### src/rtl/cu_pkg.sv
// Shared definitions for the multicycle control unit: opcodes, FSM states,
// operation classes and instruction field positions.
package cu_pkg;

    typedef enum logic [2:0] {
        S_FETCH, S_DECODE, S_EXECUTE, S_MEMORY, S_WRITEBACK, S_HALT
    } state_t;

    typedef enum logic [2:0] {
        CLS_ALU, CLS_MOV, CLS_LD, CLS_ST, CLS_CMP, CLS_BEQ, CLS_BT, CLS_J
    } op_class_t;

    localparam logic [3:0] OP_ADD = 4'h0;
    localparam logic [3:0] OP_SUB = 4'h1;
    localparam logic [3:0] OP_AND = 4'h2;
    localparam logic [3:0] OP_OR  = 4'h3;
    localparam logic [3:0] OP_XOR = 4'h4;
    localparam logic [3:0] OP_NOT = 4'h5;
    localparam logic [3:0] OP_SHL = 4'h6;
    localparam logic [3:0] OP_SHR = 4'h7;
    localparam logic [3:0] OP_MUL = 4'h8;
    localparam logic [3:0] OP_MOV = 4'h9;
    localparam logic [3:0] OP_LD  = 4'hA;
    localparam logic [3:0] OP_ST  = 4'hB;
    localparam logic [3:0] OP_CMP = 4'hC;
    localparam logic [3:0] OP_BEQ = 4'hD;
    localparam logic [3:0] OP_BT  = 4'hE;
    localparam logic [3:0] OP_J   = 4'hF;

    localparam int OPC_MSB    = 15;
    localparam int OPC_LSB    = 12;
    localparam int IMMSEL_BIT = 11;
    localparam int RD_LSB     = 8;
    localparam int RS_LSB     = 5;
    localparam int RT_LSB     = 0;
    localparam int IMM5_MSB   = 4;
    localparam int IMM8_MSB   = 7;

    function automatic op_class_t op_class(input logic [3:0] op);
        op_class_t cls;
        case (op)
            OP_ADD, OP_SUB, OP_AND, OP_OR, OP_XOR,
            OP_NOT, OP_SHL, OP_SHR, OP_MUL: cls = CLS_ALU;
            OP_MOV: cls = CLS_MOV;
            OP_LD:  cls = CLS_LD;
            OP_ST:  cls = CLS_ST;
            OP_CMP: cls = CLS_CMP;
            OP_BEQ: cls = CLS_BEQ;
            OP_BT:  cls = CLS_BT;
            default: cls = CLS_J;
        endcase
        return cls;
    endfunction

endpackage

### src/rtl/cu_decoder.sv
// Combinational instruction decoder: splits a 16-bit word into register
// addresses, sign-extended immediate / branch offset and operation class.
module cu_decoder
    import cu_pkg::*;
#(
    parameter int DATA_W = 16,
    parameter int PC_W   = 8,
    parameter int REG_AW = 3
) (
    input  logic [15:0]              i_instr,
    output logic [3:0]               o_opcode,
    output op_class_t                o_cls,
    output logic [REG_AW-1:0]        o_rd,
    output logic [REG_AW-1:0]        o_rs,
    output logic [REG_AW-1:0]        o_rt,
    output logic signed [DATA_W-1:0] o_imm,
    output logic signed [PC_W-1:0]   o_off,
    output logic                     o_imm_sel,
    output logic                     o_bt_gt
);

    always_comb begin
        o_opcode  = i_instr[OPC_MSB:OPC_LSB];
        o_cls     = op_class(o_opcode);
        o_rd      = i_instr[RD_LSB +: REG_AW];
        o_rt      = i_instr[RT_LSB +: REG_AW];
        o_off     = PC_W'($signed(i_instr[IMM8_MSB:0]));
        o_bt_gt   = i_instr[IMMSEL_BIT];
        o_rs      = o_rd;
        o_imm     = DATA_W'($signed(i_instr[IMM8_MSB:0]));
        o_imm_sel = 1'b0;
        if (o_cls == CLS_ALU) begin
            o_rs  = i_instr[RS_LSB +: REG_AW];
            o_imm = DATA_W'($signed(i_instr[IMM5_MSB:0]));
        end else if (o_cls inside {CLS_MOV, CLS_LD, CLS_ST, CLS_CMP}) begin
            // Register-form ALU ops always take operand B from rt; only the
            // immediate-capable ops honour the format bit.
            o_imm_sel = ~i_instr[IMMSEL_BIT];
        end
    end

endmodule

### src/rtl/multicycle_control_unit.sv
// Fetch/decode/execute/memory/writeback sequencer with req/ready memory handshakes.
// Optional retired-instruction counter enabled by defining CU_PERF_CNT_EN.
module multicycle_control_unit
    import cu_pkg::*;
#(
    parameter int              DATA_W   = 16,
    parameter int              PC_W     = 8,
    parameter int              REG_AW   = 3,
    parameter logic [PC_W-1:0] RESET_PC = '0
) (
    input  logic              clock,
    input  logic              reset,
    output logic              imem_req,
    output logic [PC_W-1:0]   imem_addr,
    input  logic              imem_valid,
    input  logic [15:0]       imem_rdata,
    output logic              dmem_req,
    output logic              dmem_we,
    input  logic              dmem_ready,
    input  logic              zero_flag,
    input  logic              pos_flag,
    output logic              rf_write,
    output logic [REG_AW-1:0] rs_addr,
    output logic [REG_AW-1:0] rt_addr,
    output logic [REG_AW-1:0] rd_addr,
    output logic [DATA_W-1:0] imm_data,
    output logic [3:0]        alu_sel,
    output logic              imm_sel,
    output logic              mem_sel,
    output logic [PC_W-1:0]   pc,
    output logic              halted,
    output logic [31:0]       retired_cnt
);

    state_t                    r_state;
    logic [PC_W-1:0]           r_pc;
    logic                      r_imem_req, r_dmem_req, r_dmem_we;
    logic                      r_rf_write, r_mem_sel, r_imm_sel, r_halted;
    logic [REG_AW-1:0]         r_rd, r_rs, r_rt;
    logic signed [DATA_W-1:0]  r_imm;
    logic [3:0]                r_alu_sel;

    logic [15:0]               r_instr;
    logic [3:0]                r_opcode;
    op_class_t                 r_cls;
    logic signed [PC_W-1:0]    r_off;
    logic                      r_bt_gt;

    logic [3:0]                w_opcode;
    op_class_t                 w_cls;
    logic [REG_AW-1:0]         w_rd, w_rs, w_rt;
    logic signed [DATA_W-1:0]  w_imm;
    logic signed [PC_W-1:0]    w_off;
    logic                      w_imm_sel, w_bt_gt;
    logic                      w_taken;
    logic [PC_W-1:0]           w_exec_pc;
    logic                      w_fetch_hit;

    cu_decoder #(.DATA_W(DATA_W), .PC_W(PC_W), .REG_AW(REG_AW)) u_dec (
        .i_instr   (r_instr),
        .o_opcode  (w_opcode),
        .o_cls     (w_cls),
        .o_rd      (w_rd),
        .o_rs      (w_rs),
        .o_rt      (w_rt),
        .o_imm     (w_imm),
        .o_off     (w_off),
        .o_imm_sel (w_imm_sel),
        .o_bt_gt   (w_bt_gt)
    );

    // A fetch only lands while our own request is up; stale valids are dropped.
    assign w_fetch_hit = (r_state == S_FETCH) && r_imem_req && imem_valid;

    always_comb begin
        w_taken = 1'b0;
        case (r_cls)
            CLS_BEQ: w_taken = zero_flag;
            CLS_BT:  w_taken = r_bt_gt ? pos_flag : (!pos_flag && !zero_flag);
            default: w_taken = 1'b0;
        endcase
        w_exec_pc = r_pc;
        if (r_cls == CLS_J)
            w_exec_pc = r_instr[PC_W-1:0];
        else if (w_taken)
            w_exec_pc = r_pc + r_off;
    end

    // Instruction word and decoded control fields carry no reset.
    always_ff @(posedge clock) begin
        if (w_fetch_hit)
            r_instr <= imem_rdata;
        if (r_state == S_DECODE) begin
            r_opcode <= w_opcode;
            r_cls    <= w_cls;
            r_off    <= w_off;
            r_bt_gt  <= w_bt_gt;
        end
    end

    always_ff @(posedge clock or posedge reset) begin
        if (reset) begin
            r_state    <= S_FETCH;
            r_pc       <= RESET_PC;
            r_imem_req <= 1'b0;
            r_dmem_req <= 1'b0;
            r_dmem_we  <= 1'b0;
            r_rf_write <= 1'b0;
            r_mem_sel  <= 1'b0;
            r_imm_sel  <= 1'b0;
            r_halted   <= 1'b0;
            r_rd       <= '0;
            r_rs       <= '0;
            r_rt       <= '0;
            r_imm      <= '0;
            r_alu_sel  <= 4'hF;
        end else begin
            case (r_state)
                S_FETCH: begin
                    if (&r_pc) begin
                        r_imem_req <= 1'b0;
                        r_halted   <= 1'b1;
                        r_state    <= S_HALT;
                    end else if (!r_imem_req) begin
                        r_imem_req <= 1'b1;
                    end else if (imem_valid) begin
                        r_imem_req <= 1'b0;
                        r_pc       <= r_pc + PC_W'(1);
                        r_state    <= S_DECODE;
                    end
                end
                S_DECODE: begin
                    r_rd      <= w_rd;
                    r_rs      <= w_rs;
                    r_rt      <= w_rt;
                    r_imm     <= w_imm;
                    r_imm_sel <= w_imm_sel;
                    r_state   <= S_EXECUTE;
                end
                S_EXECUTE: begin
                    r_alu_sel <= r_opcode;
                    case (r_cls)
                        CLS_ALU, CLS_MOV: begin
                            r_rf_write <= 1'b1;
                            r_state    <= S_WRITEBACK;
                        end
                        CLS_LD: begin
                            r_mem_sel  <= 1'b1;
                            r_dmem_req <= 1'b1;
                            r_dmem_we  <= 1'b0;
                            r_state    <= S_MEMORY;
                        end
                        CLS_ST: begin
                            r_dmem_req <= 1'b1;
                            r_dmem_we  <= 1'b1;
                            r_state    <= S_MEMORY;
                        end
                        default: begin
                            // Request is withheld when the next fetch would halt.
                            r_pc       <= w_exec_pc;
                            r_imem_req <= ~&w_exec_pc;
                            r_state    <= S_FETCH;
                        end
                    endcase
                end
                S_MEMORY: begin
                    if (dmem_ready) begin
                        r_dmem_req <= 1'b0;
                        r_dmem_we  <= 1'b0;
                        if (r_cls == CLS_LD) begin
                            r_rf_write <= 1'b1;
                            r_state    <= S_WRITEBACK;
                        end else begin
                            r_imem_req <= ~&r_pc;
                            r_state    <= S_FETCH;
                        end
                    end
                end
                S_WRITEBACK: begin
                    r_rf_write <= 1'b0;
                    r_mem_sel  <= 1'b0;
                    r_imem_req <= ~&r_pc;
                    r_state    <= S_FETCH;
                end
                S_HALT: begin
                    r_imem_req <= 1'b0;
                    r_dmem_req <= 1'b0;
                    r_rf_write <= 1'b0;
                end
                default: r_state <= S_HALT;
            endcase
        end
    end

`ifdef CU_PERF_CNT_EN
    logic        w_retire;
    logic [31:0] r_retired;

    assign w_retire = (r_state == S_WRITEBACK) ||
                      (r_state == S_MEMORY && dmem_ready && r_cls == CLS_ST) ||
                      (r_state == S_EXECUTE &&
                       r_cls inside {CLS_CMP, CLS_BEQ, CLS_BT, CLS_J});

    always_ff @(posedge clock or posedge reset) begin
        if (reset)
            r_retired <= 32'd0;
        else if (w_retire)
            r_retired <= r_retired + 32'd1;
    end

    assign retired_cnt = r_retired;
`else
    assign retired_cnt = 32'd0;
`endif

    assign imem_req  = r_imem_req;
    assign imem_addr = r_pc;
    assign pc        = r_pc;
    assign dmem_req  = r_dmem_req;
    assign dmem_we   = r_dmem_we;
    assign rf_write  = r_rf_write;
    assign rd_addr   = r_rd;
    assign rs_addr   = r_rs;
    assign rt_addr   = r_rt;
    assign imm_data  = r_imm;
    assign imm_sel   = r_imm_sel;
    assign mem_sel   = r_mem_sel;
    assign alu_sel   = r_alu_sel;
    assign halted    = r_halted;

endmodule

### config.mk
export PLATFORM = sky130hd
export DESIGN_NAME = multicycle_control_unit
export DESIGN_NICKNAME = d
export VERILOG_FILES = /design/src/rtl/cu_pkg.sv /design/src/rtl/cu_decoder.sv /design/src/rtl/multicycle_control_unit.sv
export SDC_FILE = /design/constraint.sdc
export NUM_CORES = 1
export LEC_CHECK = 0
export CORE_ASPECT_RATIO = 1.4
export CORE_MARGIN = 2
export CORE_UTILIZATION = 45
export DETAILED_ROUTE_END_ITERATION = 10
export HOLD_SLACK_MARGIN = 0.1
export PLACE_DENSITY = 0.76
export SLEW_MARGIN = 5
export SYNTH_ARGS = -nofsm -noshare
export SYNTH_HDL_FRONTEND = slang
export SYNTH_SLANG_ARGS = --single-unit
### constraint.sdc
create_clock -name clock -period 3.06 [get_ports clock]
set_input_delay 0.459 -clock clock [delete_from_list [all_inputs] [get_ports clock]]
set_output_delay 0.459 -clock clock [all_outputs]
set_load 0.02 [all_outputs]
* Word-level counts from Yosys, hierarchy flattened
Memory sizes are Yosys's and may differ from the RTL's. A register that Yosys moved wholly into a read port is not among the register bits.
Index checks and enable logic that the tools add are counted.
W data, S select, Z words.
** Cells by class
- Multiplexer cells :: 38
- Multipliers :: 0
- Reduce and logical (&&, ||, !) cells :: 31
- Order comparisons :: 0
- Add/subtract/negate cells :: 2
- Shifts and indexed selects :: 0
- Div/mod/pow operators :: 0
- Eq/ne operators :: 28
- Bitwise gates (word level) :: 2
** Operator list (number)
- $mux W8 :: 6
- $ne A2 B2 Y1 const B :: 10
- $eq A3 B2 Y1 const B :: 6
- $eq A3 B3 Y1 const B :: 6
- $mux W3 :: 6
- $pmux W3 S6 :: 1
- $mux W16 :: 1
- $pmux W8 S2 :: 1
- $reduce_and A8 Y1 :: 2
- $mux W1 :: 14
- $reduce_and A4 Y1 :: 3
- $eq A3 B1 Y1 const B :: 3
- $logic_not A3 Y1 :: 3
- $reduce_and A9 Y1 :: 1
- $add A8 B1 Y8 const B :: 1
- $add A8 B8 Y8 :: 1
- $pmux W1 S2 :: 4
- $ne A3 B2 Y1 const B :: 2
- $pmux W1 S3 :: 2
- $pmux W3 S2 :: 1
- $reduce_and A3 Y1 :: 2
- $reduce_bool A2 Y1 :: 3
- $reduce_bool A3 Y1 :: 2
- $reduce_or A2 Y1 :: 3
- other kinds (11) :: 17
** Word-level totals
- Memories kept :: 1
- RAM bits :: 0
- ROM bits :: 48
- Input port bits :: 22
- Register bits after elaboration :: 79
- Latch bits :: 0
- Output and inout bits :: 84
** Memory list
- (no name shown) :: words 16, width 3, read ports 1, clocked after Yosys merged registers in 1, write ports 0, RTL line cu_pkg.sv:41 : case (op)

* Depth between registers and ports, before layout
Gate-level depths: netlist of run 1.
- Depth after elaboration :: 10
- Mapped depth :: 10

* By module
A second synthesis of run 1 with hierarchy kept.
** Unflattened totals
- Cell total of the unflattened synthesis :: 408
- Area, all modules :: 4529.3 µm²
** Modules (own cells, without submodules)
- multicycle_control_unit :: area each 4160.2 µm², instances 1, cells an instance 363, sequential area each 2142.1 µm²
- cu_decoder :: area each 369.1 µm², instances 1, cells an instance 45, sequential area each 0.0 µm²

* Worst setup path after synthesis of run 1
OpenSTA, ideal clock, no wires.
- Path kind :: register -> register
- Start :: register r_pc[0] (netlist: imem_addr[0])
- End :: register r_pc[6] (netlist: imem_addr[6])
- Cell stages (with the launch flop) :: 11
- Period minus slack after synthesis :: 2.450 ns
- Required time :: 2.941 ns
- Arrival :: 2.331 ns
- Path buffers :: 0
- Setup time :: 0.119 ns
- Slack :: 0.610 ns
- Path through :: dfrtp_1 ha_1 inv_1 fa_1 nand2b_1 a21oi_1 mux2i_1 a21oi_1 a2111oi_2 o21ai_1 o21a_1
** On the way
- Cells in the longest elaborated chain, start to end :: 5
** RTL lines
- start, declared :: RTL line multicycle_control_unit.sv:36 : logic [PC_W-1:0] r_pc;
- start signal, assigned :: RTL line multicycle_control_unit.sv:128 : r_pc <= r_pc + PC_W'(1);
- start signal, assigned :: RTL line multicycle_control_unit.sv:160 : r_pc <= w_exec_pc;
- $add A8 B8 Y8 or $add A8 B1 Y8 (tied branches) :: RTL line multicycle_control_unit.sv:86, multicycle_control_unit.sv:128
- $mux W8, on equally long branches :: RTL line multicycle_control_unit.sv:85, multicycle_control_unit.sv:126
- $mux W8, on equally long branches :: RTL line multicycle_control_unit.sv:83, multicycle_control_unit.sv:124
- $mux W8, on equally long branches :: RTL line multicycle_control_unit.sv:142, multicycle_control_unit.sv:120
- $pmux W8 S2 :: RTL line multicycle_control_unit.sv:118 : case (r_state)
Parallel ways exist; a longest one is shown, timed or not. The select of a mux whose other input is x is not followed.
A chain may end at the register's enable or synchronous reset.

* Worst setup path in the final report of run 1
Same ends and word-level chain as after synthesis.

==> flow_metrics.py, run 1 <==
metrics = {
    "timing": {
        "layout_min_cycle_time_ns": 2.58,
        "final-hold-violation-count": 0,
        "fin_tns_setup_ns": 0,
        "rsz0062_at_grt": "no",
        "finClkSkew_ns": 0.00690,
        "period_share_pct": 84.4,
        "setup_violations": 0,
        "worst_slack_ns": 0.479,
        "worst_slew_pin_slew_ns": 0.716,
        "drv_slew": 0,
        "relSlewSlack_pct": 51.8,
        "fmax_mhz": 387,
    },
    "setup_path": {
        "path_cells": "ha_1 > inv_1 > fa_1 > nand2b_1 > a21oi_1 > mux2i_1 > a21oi_1 > a2111oi_2 > o21ai_1 > o21a_1",
        "start_kind": "flip-flop",
        "worst_path_most_repeated_cell": "a21oi_1",
        "worstPathArrival_ns": 2.81,
        "critPathLaunch": "imem_addr[0]",
        "end_kind": "flip-flop",
        "critPathMaxStageDelay_ns": 0.47,
        "critPathRequiredTime_ns": 3.28,
        "reg2reg_from": "imem_addr[0]",
        "slowest_stage": "dfrtp_1",
        "r2r-end": "imem_addr[6]",
        "path_class": "flip-flop to flip-flop",
        "critPathMaxFanout": 8,
        "reg2reg_depth": 10,
        "rrSetupSlack_ns": 0.48,
    },
    "route": {
        "via_count": 2866,
        "drtIter0Drc": 166,
        "viasPerCell": 5.30,
        "dr.pass1.iters": 4,
        "drtAntennaViolNets": 0,
        "wl_per_cell_um": 15.2,
        "drc": 0,
        "wl_um": 8200,
    },
    "global_routing": {
        "grt_pass1_wl_um": 13600,
        "grt_pass1_vias": 2839,
        "gr-usage-all-layers_pct": 19.2,
        "grt_max_degree": 39,
        "antenna_found_initial": 0,
        "grt_overflow": 0,
    },
    "run": {
        "drv_cap": 0,
    },
    "power_and_ir_drop": {
        "max-vdd-ir-drop_mv": 0.436,
        "comb_power_share_pct": 3.5,
        "pwr-share-seq_pct": 43.6,
        "p_total_mw": 2.28,
        "p_per_area_nw_per_um2": 480,
        "power.internal_mw": 1.82,
        "switching_share_pct": 20.1,
        "leakage_nw": 1.91,
        "p_clk_share_pct": 52.9,
        "p_sw_mw": 0.459,
    },
    "place": {
        "place_ws_ns": 0.228,
        "io_buffers": 73,
        "gp_congestion": 0.866,
        "dp_hpwl_um": 5920,
    },
    "hold_path": {
        "hp-start": "r_opcode[1]",
        "hp-class": "flip-flop to flip-flop",
        "hold_path_end": "alu_sel[1]",
        "holdPathStages": 2,
    },
    "clocking": {
        "cts-root-buf": "clkbuf_16",
        "cts_tree": "yes",
        "clkSlewWorstSetupHoldPaths_ns": 0.06,
        "cts_resized": 0,
        "clock_insertion_delay_worst_skew_ns": 0.33,
        "cts_max_level": 3,
        "clock_path_buffers": 2,
        "post_cts_buffers": 0,
        "ctsHoldBuffers": 0,
        "clock_sinks": 71,
        "cts_made_buffers": 9,
    },
    "synthesis": {
        "synth_enable_flop_cells": 32,
        "seq_area_frac_synth_pct": 50.3,
        "synth_area_sq_um": 3830,
        "synth_cell_types": 53,
        "ys_ff_latch": 71,
        "ys.flop_type": "edfxtp_1",
        "syn_avg_cell_area_sq_um": 10.1,
        "netlist_instances": 381,
        "yosys_warnings": 0,
        "ys_async_sr_fraction_pct": 50.7,
    },
    "run_status": {
        "status": "finished, final reports clean",
    },
    "floorplanning": {
        "io_pins": 106,
        "start_util_pct": 46.8,
        "core_sq_um": 8200,
        "die_h_um": 113,
        "die_w_um": 82.0,
        "die_area_sq_um": 9280,
        "rows": 39,
    },
    "finish": {
        "layout_commonest_cell": "clkdlybuf4s50_1",
        "post_route_cells_drive_above_1_share_pct": 8.88,
        "syn_to_final_growth_pct": 23.6,
        "nets": 465,
        "n_antenna_cell": 0,
        "finish.utilization_pct": 57.8,
        "final_cell_mix": "73 x clkdlybuf4s50_1, 35 x a21oi_1, 33 x nand2_1",
    },
}
-- cells in the mapped netlist (2+ instances only) --
| library cell | instances | share of area [%] |
|---|---|---|
| and3_1 | 5 | 0.82 |
| o31ai_1 | 4 | 0.78 |
| dfrtp_1 | 32 | 21 |
| nand3b_1 | 3 | 0.59 |
| or3_1 | 2 | 0.33 |
| dfxtp_1 | 3 | 1.6 |
| ha_1 | 8 | 2.6 |
| edfxtp_1 | 32 | 25 |
| clkbuf_1 | 13 | 1.3 |
| dfstp_2 | 4 | 2.7 |
| nand2_1 | 33 | 3.2 |
| buf_4 | 52 | 10 |
| nor2_1 | 31 | 3.0 |
| nand4_1 | 2 | 0.33 |
| a211o_1 | 2 | 0.46 |
| nand2b_1 | 6 | 0.98 |
| a31oi_1 | 2 | 0.33 |
| nor3_1 | 9 | 1.2 |
| inv_1 | 12 | 1.2 |
| nor2b_1 | 4 | 0.65 |
| nand4b_1 | 3 | 0.69 |
| a22oi_1 | 3 | 0.59 |
| mux2i_1 | 5 | 1.3 |
| nand3_1 | 11 | 1.4 |
| a21o_1 | 5 | 0.98 |
| o21a_1 | 3 | 0.59 |
| o21ai_0 | 22 | 2.9 |
| xnor2_1 | 2 | 0.46 |
| mux2_2 | 10 | 2.9 |
| a21oi_1 | 35 | 4.6 |
-- worst max-delay path by stage --
stage,to,cells past startpoint
2_1_floorplan,imem_addr[6],10
3_5_place_dp,imem_req,8
3_3_place_gp,imem_req,8
5_1_grt,imem_addr[6],10
6_report,imem_addr[6],10
4_1_cts,imem_addr[6],10
-- layer usage --
metal	part of all wire (%)	wire [um]	vias up	global-route usage (%)
met2	53	4340	98	32.6
met4	2.0	161	0	7.67
met1	41	3330	1379	23.4
met5	0	0	-	0
met3	4.6	374	12	4.15
li1	-	-	1377	-
-- sequential cells by signal, summed over array words and instances, names as in the netlist, 3 cells and up --
signal / count
r_instr: 16
imem_addr: 8
r_off: 8
imm_data: 6
alu_sel: 4
r_opcode: 4
r_cls: 3
r_state: 3
rd_addr: 3
rs_addr: 3
u_dec.o_cls: 3
-- worst max-delay path: cells and delay by family, from the launching register on --
kind / cells / cell delay, ns
AOI/OAI and AO/OA: 5 / 0.96
adders and majority gates: 2 / 0.60
buffers and inverters: 1 / 0.05
DFF: 1 / 0.47
muxes: 1 / 0.22
and+or+nand+nor: 1 / 0.18
-- layout make-up --
class / instances / area [sq um]
clock buffers: 9 / 225
clock inverters: 7 / 120
fillers: 721 / 3460
inverters: 12 / 45.0
multi-input cells: 264 / 1540
flip-flops and latches: 71 / 1930
well taps: 102 / 128
repair buffers: 76 / 753
-- cells by family after synthesis --
| group | share of synthesized area [%] |
|---|---|
| simple gates | 14.5 |
| compound gates | 14.5 |
| buf+inv | 12.6 |
| flops | 50.3 |
| mux | 4.24 |
| fa+ha+maj | 3.13 |
| xor+xnor | 0.686 |
| other cells | 0.0978 |
-- power by group through the flow --
stage                     Sequential [mW]  Combinational, mW  Clock (mW)
final                               0.994             0.0789        1.20
after global routing                0.993             0.0883        1.27
after CTS                           0.994             0.0794        1.23
after detailed placement             1.01             0.0791           0
after global placement               1.01             0.0776           0
after floorplan                      1.01             0.0754           0
-- metrics by stage --
| stage | cells | area (sq um) | hold slack (ns) |
|---|---|---|---|
| floorplan | 412 | 3950 | 0.416 |
| global placement | 525 | 4390 | 0.421 |
| detailed placement | 525 | 4390 | 0.432 |
| CTS | 541 | 4740 | 0.446 |
| global route | 541 | 4740 | 0.466 |
| finish | 541 | 4740 | 0.443 |
Power figures use the tool's default switching activity.
==> run 2: changes to the inputs <==
Clock period 3.06 ns to 2.4 ns, I/O delays scaled along.
==> run 2 against run 1 <==
  * Core utilization is 2.4 points higher
  * Sequential share of layout area is 1.6 points lower
  * Cell count is 4.1% higher
  * Count of clock-buffer cells in the layout is 2 higher
  * Critical endpoint is now imem_addr[7]
  * Highest routed layer unchanged
==> flow_metrics.py, run 2 (synthesized netlist as in run 1, its figures left out) <==
metrics = {
    "finish": {
        "final_cell_area_sq_um": 4940,
        "regArea_sq_um": 1930,
        "multi_input_area_sq_um": 1590,
        "layout_commonest_cell": "clkdlybuf4s50_1",
        "finish.utilization_pct": 60.2,
        "n_antenna_cell": 0,
        "syn_to_final_growth_pct": 28.8,
        "largest_register": "r_instr",
        "nets": 487,
        "final_cell_mix": "72 x clkdlybuf4s50_1, 33 x a21oi_1, 33 x nand2_1",
        "layout.cells.non_filler": 563,
        "post_route_cells_drive_above_1_share_pct": 15.2,
        "largest_reg_flops": 16,
        "fillers": 694,
    },
    "timing": {
        "final-hold-violation-count": 0,
        "setup_violations": 0,
        "fin_tns_setup_ns": 0,
        "fmax_mhz": 433,
        "drv_slew": 0,
        "hold-worst-slack_ns": 0.445,
        "worst_slew_pin_slew_ns": 0.616,
        "relSlewSlack_pct": 58.8,
        "worst_slack_ns": 0.0926,
        "finClkSkew_ns": 0.00270,
        "layout_min_cycle_time_ns": 2.31,
        "period_share_pct": 96.1,
    },
    "place": {
        "place_ws_ns": -0.310,
        "io_buffers": 73,
        "gp_congestion": 0.876,
        "place_area_sq_um": 4570,
        "placed_cells": 546,
        "dp_hpwl_um": 6040,
    },
    "run_status": {
        "status": "finished, final reports clean",
    },
    "route": {
        "dr.pass1.iters": 4,
        "drtAntennaViolNets": 0,
        "drc": 0,
        "wl_per_cell_um": 14.7,
        "drtIter0Drc": 152,
        "wl_um": 8280,
        "viasPerCell": 5.19,
        "via_count": 2920,
    },
    "clocking": {
        "clock_sinks": 71,
        "cts-root-buf": "clkbuf_16",
        "cts_tree": "yes",
        "cts_max_level": 3,
        "clkSlewWorstSetupHoldPaths_ns": 0.06,
        "clock_path_buffers": 2,
        "cts_made_buffers": 9,
        "clock_insertion_delay_worst_skew_ns": 0.33,
    },
    "power_and_ir_drop": {
        "p_per_area_nw_per_um2": 553,
        "max-vdd-ir-drop_mv": 0.432,
        "p_total_mw": 2.73,
        "leakage_nw": 2.03,
    },
    "floorplanning": {
        "die_h_um": 113,
        "die_w_um": 82.0,
        "die_area_sq_um": 9280,
        "core_sq_um": 8200,
        "io_pins": 106,
        "rows": 39,
        "start_util_pct": 46.8,
    },
    "setup_path": {
        "path_cells": "buf_4 > ha_1 > nand4_1 > nor2_1 > or2_2 > a211o_2 > o31a_2",
        "reg2reg_depth": 7,
        "worstPathArrival_ns": 2.52,
        "critPathMaxFanout": 10,
        "slowest_stage": "a211o_2",
        "start_kind": "flip-flop",
        "end_kind": "flip-flop",
        "path_class": "flip-flop to flip-flop",
        "critPathRequiredTime_ns": 2.62,
        "critPathMaxStageDelay_ns": 0.43,
        "reg2reg_from": "imem_addr[0]",
        "r2r-end": "imem_addr[7]",
        "rrSetupSlack_ns": 0.09,
    },
    "global_routing": {
        "antenna_found_initial": 0,
        "gr-usage-all-layers_pct": 19.2,
        "grt_pass1_vias": 2750,
        "grt_overflow": 0,
        "grt_max_degree": 39,
        "grt_pass1_wl_um": 13400,
    },
    "hold_path": {
        "hp-class": "primary input to async pin",
    },
    "run": {
        "drv_cap": 0,
    },
}
[run 2: changes by cell type in the layout (fill, tap and decap cells not counted), sizes merged]
cell / delta
dlymetal6s2s: +1
buf: +22
clkdlybuf4s50: -1
inv: -1
clkinv: +1
bufinv: -2
clkbuf: +2
[run 2: worst max-delay path: cells and delay by family (launching register included)]
| family | cells | cell delay, ns |
|---|---|---|
| simple gates | 3 | 0.60 |
| buf+inv | 1 | 0.16 |
| fa+ha+maj | 1 | 0.24 |
| flops | 1 | 0.40 |
| compound gates | 2 | 0.80 |
[run 2: layer usage]
metal / share of wire, % / GRT usage, % / wire length (um)
met3: 5.1 / 2.79 / 422
met1: 39 / 23.8 / 3230
met4: 2.3 / 10.3 / 194
met2: 53 / 31.8 / 4430
met5: 0 / 0 / 0
[run 2: worst max-delay path by stage]
| stage | startpoint | to | slack [ns] | depth (start not counted) |
|---|---|---|---|---|
| floorplan | imem_addr[1] | imem_addr[6] | 0.03 | 9 |
| global placement | pos_flag | imem_req | -0.23 | 8 |
| detailed placement | pos_flag | imem_req | -0.31 | 8 |
| CTS | imem_addr[0] | imem_addr[6] | 0.03 | 10 |
| global route | imem_addr[0] | imem_addr[6] | -0.008 | 10 |
| finish | imem_addr[0] | imem_addr[7] | 0.09 | 7 |
[run 2: layout make-up]
cell class / count / area share (%)
clock buffers: 11 / 5.12
clock inverters: 5 / 1.14
inverters: 12 / 0.913
multi-input cells: 264 / 32.3
flip-flops and latches: 71 / 39.1
well taps: 102 / 2.59
repair buffers: 98 / 18.9
[run 2: repair_timing]
item,CTS,global route
pin swaps,0,2
gates resized for setup,1,10
setup endpoints to repair,1,5
buffers inserted,0,1
hold buffers,0,0
[run 2: report_power, final]
part	total (mW)	switching (mW)	internal (mW)
logic	0.104	0.0681	0.0357
clock network	1.36	0.498	0.858
registers	1.27	0	1.27
